**src/rtl/rand_range_sampler_pkg.sv**
```systemverilog
// Shared definitions for peripherals that consume the LFSR random stream.
// Provides the sample width and the range-to-mask helper.
package rand_pkg;

    localparam int DATA_W = 8;

    // Returns the smallest all-ones value that is >= l, e.g. 5 -> 7, 200 -> 255.
    function automatic logic [DATA_W-1:0] range_mask(input logic [DATA_W-1:0] l);
        logic [DATA_W-1:0] m;
        m = l;
        m = m | (m >> 1);
        m = m | (m >> 2);
        m = m | (m >> 4);
        return m;
    endfunction

endpackage

```
**src/rtl/rand_range_sampler_fifo.sv**
```systemverilog
// Small synchronous FIFO for accepted samples. A flush takes priority over
// push and pop. A push and a pop may happen in the same cycle while full.
module rand_fifo
    import rand_pkg::*;
#(
    parameter int DEPTH = 4,
    parameter int W     = DATA_W
) (
    input  logic         clk_i,
    input  logic         rst_i,
    input  logic         push_i,
    input  logic         pop_i,
    input  logic         flush_i,
    input  logic [W-1:0] data_i,
    output logic [W-1:0] head_o,
    output logic         empty_o,
    output logic         full_o
);

    localparam int AW = $clog2(DEPTH);
    localparam logic [AW-1:0] PTR_ONE  = AW'(1);
    localparam logic [AW:0]   CNT_ONE  = (AW+1)'(1);
    localparam logic [AW:0]   CNT_FULL = (AW+1)'(DEPTH);

    logic [W-1:0]  mem_q [DEPTH];
    logic [AW-1:0] wr_q, rd_q;
    logic [AW:0]   count_q;
    logic          do_push, do_pop;

    assign empty_o = (count_q == '0);
    assign full_o  = (count_q == CNT_FULL);
    assign head_o  = empty_o ? '0 : mem_q[rd_q];

    assign do_pop  = pop_i && !empty_o;
    assign do_push = push_i && (!full_o || do_pop);

    always_ff @(posedge clk_i) begin
        if (rst_i || flush_i) begin
            wr_q    <= '0;
            rd_q    <= '0;
            count_q <= '0;
        end else begin
            if (do_push) begin
                mem_q[wr_q] <= data_i;
                wr_q        <= wr_q + PTR_ONE;
            end
            if (do_pop) begin
                rd_q <= rd_q + PTR_ONE;
            end
            case ({do_push, do_pop})
                2'b10:   count_q <= count_q + CNT_ONE;
                2'b01:   count_q <= count_q - CNT_ONE;
                default: count_q <= count_q;
            endcase
        end
    end

endmodule

```
**src/rtl/rand_range_sampler.sv**
```systemverilog
// Decimates the LFSR byte stream, rejection-samples it into [0, LIMIT] and
// buffers accepted values for back-to-back reads by the MCU.
module rand_range_sampler
    import rand_pkg::*;
#(
    parameter int DECIM = 8,
    parameter int DEPTH = 4
) (
    input  logic              CLK,
    input  logic              RST,
    input  logic [DATA_W-1:0] RANDOM,
    input  logic [DATA_W-1:0] LIMIT_IN,
    input  logic              LIMIT_WE,
    input  logic              RD_STROBE,
    output logic [DATA_W-1:0] RAND_OUT,
    output logic              VALID,
    output logic              FULL
);

    localparam logic [7:0] TICK_AT = 8'(DECIM - 1);

    logic [DATA_W-1:0] limit_q, limit_d;
    logic [7:0]        dcnt_q, dcnt_d;
    logic [DATA_W-1:0] mask, cand;
    logic              tick, accept, empty;

    assign mask   = range_mask(limit_q);
    assign cand   = RANDOM & mask;
    assign tick   = (dcnt_q == TICK_AT);
    assign accept = tick && (cand <= limit_q);

    // A limit write restarts decimation so the first sample under the new
    // mask lands DECIM edges later.
    always_comb begin
        limit_d = limit_q;
        dcnt_d  = tick ? 8'd0 : dcnt_q + 8'd1;
        if (LIMIT_WE) begin
            limit_d = LIMIT_IN;
            dcnt_d  = 8'd0;
        end
    end

    always_ff @(posedge CLK) begin
        if (RST) begin
            limit_q <= 8'hFF;
            dcnt_q  <= 8'd0;
        end else begin
            limit_q <= limit_d;
            dcnt_q  <= dcnt_d;
        end
    end

    rand_fifo #(
        .DEPTH (DEPTH),
        .W     (DATA_W)
    ) u_fifo (
        .clk_i   (CLK),
        .rst_i   (RST),
        .push_i  (accept && !LIMIT_WE),
        .pop_i   (RD_STROBE),
        .flush_i (LIMIT_WE),
        .data_i  (cand),
        .head_o  (RAND_OUT),
        .empty_o (empty),
        .full_o  (FULL)
    );

    assign VALID = !empty;

endmodule

```
**config.mk**
```make
export PLATFORM = sky130hd
export DESIGN_NAME = rand_range_sampler
export DESIGN_NICKNAME = d
export VERILOG_FILES = /design/src/rtl/rand_range_sampler_pkg.sv /design/src/rtl/rand_range_sampler_fifo.sv /design/src/rtl/rand_range_sampler.sv
export SDC_FILE = /design/constraint.sdc
export NUM_CORES = 1
export LEC_CHECK = 0
export ABC_CLOCK_PERIOD_IN_PS = 4030
export CAP_MARGIN = 15
export CORE_ASPECT_RATIO = 0.75
export CORE_MARGIN = 3
export CORE_UTILIZATION = 55
export DETAILED_ROUTE_END_ITERATION = 7
export PLACE_DENSITY = 0.79
export SLEW_MARGIN = 30
export SYNTH_ARGS = -nofsm -noshare
export SYNTH_HDL_FRONTEND = slang
export SYNTH_SLANG_ARGS = --single-unit
```
**constraint.sdc**
```tcl
create_clock -name CLK -period 4.03 [get_ports CLK]
set_clock_uncertainty 0.1 [all_clocks]
set_input_delay 0.806 -clock CLK [delete_from_list [all_inputs] [get_ports CLK]]
set_output_delay 0.806 -clock CLK [all_outputs]
set_load 0.05 [all_outputs]
```
==> flow_summary.yaml, run 1 <==
timing:
  final_max_slew_viol_count: 0
  maxSlewHeadroom_pct: 51.6
  maxClockFrequency_mhz: 282
  setup_viol_count_final: 0
  min_period_ns: 3.55
  hold-worst-slack_ns: 0.351
  final_min_period_over_clock_period_pct: 88.1
  worst-slew-pin-transition_ns: 0.723
  rsz0062_at_grt: "no"
  fin_setup_tns_ns: 0
  final_hold_viol_count: 0
worst_setup_path:
  cpMaxStageDelayCell: "a221oi_2"
  timing.rr.end: "u_fifo.count_q[2]"
  critical_path_required_ns: 4.19
  cpPeakStageDelay_ns: 0.48
  critPathLaunchType: "register"
  setup.reg_to_reg.worst_slack_ns: 0.48
  cp.buffers_inverters: 0
  r2r_cells: 11
  critical_path_class: "register to register"
  crit_chain: "nor4_2, nand4_1, and2_2, ha_1, o2111ai_1, a31o_2, a221oi_2, o31a_1, fa_1, mux2i_1, mux2i_1"
  path_common_cell: "mux2i_1"
  endpoint_kind: "register"
  cp_top_family: "compound AO/OA/AOI/OAI gates"
  critical_path.max_fanout: 5
  worstPathArrival_ns: 3.71
  timing.rr.start: "limit_q[7]"
floorplan:
  core_sq_um: 4250
  die_h_um: 65.0
  die_area_sq_um: 5510
  ioPinCount: 30
  chipWidth_um: 84.7
  starting_density_pct: 60.0
  placement_rows: 20
route:
  drt_via_density: 5.68
  route.detailed.drc: 0
  initial_drc_count: 87
  routed_wirelength_um: 4740
  drt_first_pass_iters: 4
  detail_route.wl_per_cell_um: 16.1
  num_vias: 1677
  postRouteAntennaNets: 0
pwr:
  max-vdd-ir-drop_uv: 238
  netSwitchingPower_mw: 0.244
  p_int_mw: 0.906
  power.sequential.fraction_pct: 54.3
  netSwitchingFraction_pct: 21.2
  pwr-share-comb_pct: 5.7
  power.clock.fraction_pct: 39.9
  power_density_nw_per_um2: 373
  p_leak_nw: 1.15
  power_mw: 1.15
synthesis:
  most_common_cell_in_the_netlist: "edfxtp_1"
  post_synth_num_cell_types: 40
  mappedNetlistNets: 231
  netlist_instances: 199
  netlist.top_cell.by_area: "edfxtp_1"
  synth.area.top_cells: "edfxtp_1, dfxtp_1, mux4_2, ha_1, nor2_1"
  synth_flop_cell: "edfxtp_1"
  synthDominantCellAreaShare_pct: 37.6
  synthTopCellsByCount: "edfxtp_1, dfxtp_1, nor2_1, nand2_1, inv_1"
  mappedNetlistArea_sq_um: 2550
  async_set_or_reset_register_ratio_after_synthesis_pct: 0
  synth_enable_flop_cells: 32
  ys_seq_area_share_pct: 57.2
  syn_area_per_cell_sq_um: 12.8
  ys.warnings.count: 0
  ys_ff_latch: 57
cts:
  clock_tree.buffer_depth: 2
  postCtsSetupRepairBufs: 0
  number_of_buffers_added_by_the_clock_tree_synthesis_step: 9
  hold_bufs_at_cts: 0
  clkTransAtPathRegs_ns: 0.06
  cts_tree: "yes"
  post_cts.resized_instances: 0
  ctsHtreeMaxLevel: 3
  clock_sink_count: 57
  clock_tree.root_cell: "clkbuf_8"
  clk-insertion-delay-late_ns: 0.33
placement:
  post_dp_cell_area_sq_um: 2910
  io_buffers: 29
  routabilityCongestion: 0.766
  dpl.hpwl_um: 3430
outcome:
  run_status: "finished clean"
min_path:
  timing.hold.worst_endpoint: "dcnt_q[0]"
  hold_start: "dcnt_q[0]"
  timing.hold.worst_path_depth: 1
  timing.hold.worst.class: "register to register"
grt:
  grt_max_degree: 23
  grt-ovfl-total: 0
  gr-usage-all-layers_pct: 19.3
  wire_length_of_the_first_global_routing_pass_um: 8020
  grt_antenna_before_repair: 0
  number_of_global_route_vias_before_repair: 1688
flow_run:
  timing.max_cap.violations: 0
finish:
  layout.nets: 267
  diodes: 0
  post_route_cells_drive_above_1_share_pct: 14.6
  flow.area_growth_from_synthesis_pct: 20.6
  finalInstanceArea_sq_um: 3080
-- final cells by class --
type	count	area (sq um)
sequential	57	1460
clock inverter	3	15.0
clock buffer	13	159
inverter	13	48.8
fill	280	1170
timing repair buffer	31	305
tap	55	68.8
multi-input combinational	123	1020
-- how the worst max path moves through the flow --
stage | endpoint | start | cells past startpoint | slack, ns
floorplan | u_fifo.count_q[1] | limit_q[7] | 11 | 0.85
global placement | u_fifo.count_q[2] | RANDOM[2] | 11 | 0.38
detailed placement | u_fifo.count_q[2] | RANDOM[2] | 11 | 0.23
CTS | u_fifo.count_q[2] | limit_q[7] | 11 | 0.45
global route | u_fifo.count_q[2] | limit_q[7] | 11 | 0.22
finish | u_fifo.count_q[2] | limit_q[7] | 11 | 0.48
-- registers in the layout, indices dropped and copies added (netlist names), named ones only --
name	cells
limit_q	8
u_fifo.wr_q	2
dcnt_q	8
u_fifo.rd_q	2
u_fifo.mem_q	32
u_fifo.count_q	3
-- logic make-up (layout without fill, tap and decap cells) --
logic type | count (synthesis) | in the layout | synth area share, %
buffers and inverters | 19 | 60 | 2.79
AO/OA/AOI/OAI | 22 | 22 | 7.06
flip-flops | 57 | 57 | 57.2
XOR/XNOR | 9 | 9 | 3.09
adder cells (fa/ha/maj) | 12 | 12 | 6.17
AND/OR/NAND/NOR | 68 | 68 | 15.0
multiplexers | 12 | 12 | 8.62
-- placed cells by master, fill, tap and decap left out, types with 3 or more instances in the layout --
| cell type | Yosys | routed |
|---|---|---|
| nand3_1 | 6 | 6 |
| mux4_2 | 8 | 8 |
| ha_1 | 11 | 11 |
| inv_1 | 13 | 13 |
| edfxtp_1 | 32 | 32 |
| dfxtp_1 | 25 | 25 |
| xor2_1 | 5 | 5 |
| mux2i_1 | 4 | 4 |
| nand2_1 | 15 | 15 |
| and2_1 | 9 | 9 |
| xnor2_1 | 4 | 4 |
| clkdlybuf4s50_1 | 0 | 29 |
| o211ai_1 | 8 | 8 |
| and3_1 | 7 | 7 |
| o21a_1 | 3 | 3 |
| nor2_1 | 16 | 16 |
| nor3_1 | 3 | 3 |
| clkbuf_8 | 0 | 11 |
| clkinv_2 | 0 | 3 |
-- through the flow --
stage | cells | setup slack [ns] | util [%]
after CTS | 295 | 0.454 | 72.4
after detailed placement | 279 | 0.233 | 68.3
final | 295 | 0.481 | 72.4
after global routing | 295 | 0.216 | 72.4
after floorplan | 199 | 0.851 | -
after global placement | 279 | 0.382 | 68.3
-- power groups by stage --
stage | clock network, mW | registers (mW) | logic [mW]
floorplan | 0 | 0.636 | 0.0351
global placement | 0 | 0.637 | 0.0626
detailed placement | 0 | 0.637 | 0.0653
CTS | 0.466 | 0.625 | 0.0660
global route | 0.498 | 0.625 | 0.0732
finish | 0.459 | 0.625 | 0.0660
-- layer usage --
metal	part of all wire, %	track usage, %	vias to the layer above	routed length [um]
li1	-	-	793	-
met1	43	23.7	825	2060
met2	49	31.5	51	2340
met3	6.2	8.13	8	294
met4	1.1	5.53	0	51
met5	0	0	-	0
Note: power is estimated with default switching activity, not from simulation.
==> inputs of run 2 (changes only) <==
--- a/config.mk
+++ b/config.mk
@@ -10,9 +10,9 @@
 export CORE_ASPECT_RATIO = 0.75
 export CORE_MARGIN = 3
 export CORE_UTILIZATION = 55
+export CTS_CLUSTER_SIZE = 30
 export DETAILED_ROUTE_END_ITERATION = 7
 export PLACE_DENSITY = 0.79
-export SLEW_MARGIN = 30
 export SYNTH_ARGS = -nofsm -noshare
 export SYNTH_HDL_FRONTEND = slang
 export SYNTH_SLANG_ARGS = --single-unit
==> results of run 2 <==
No change in the layout: final DEF, timing and power equal those of run 1.
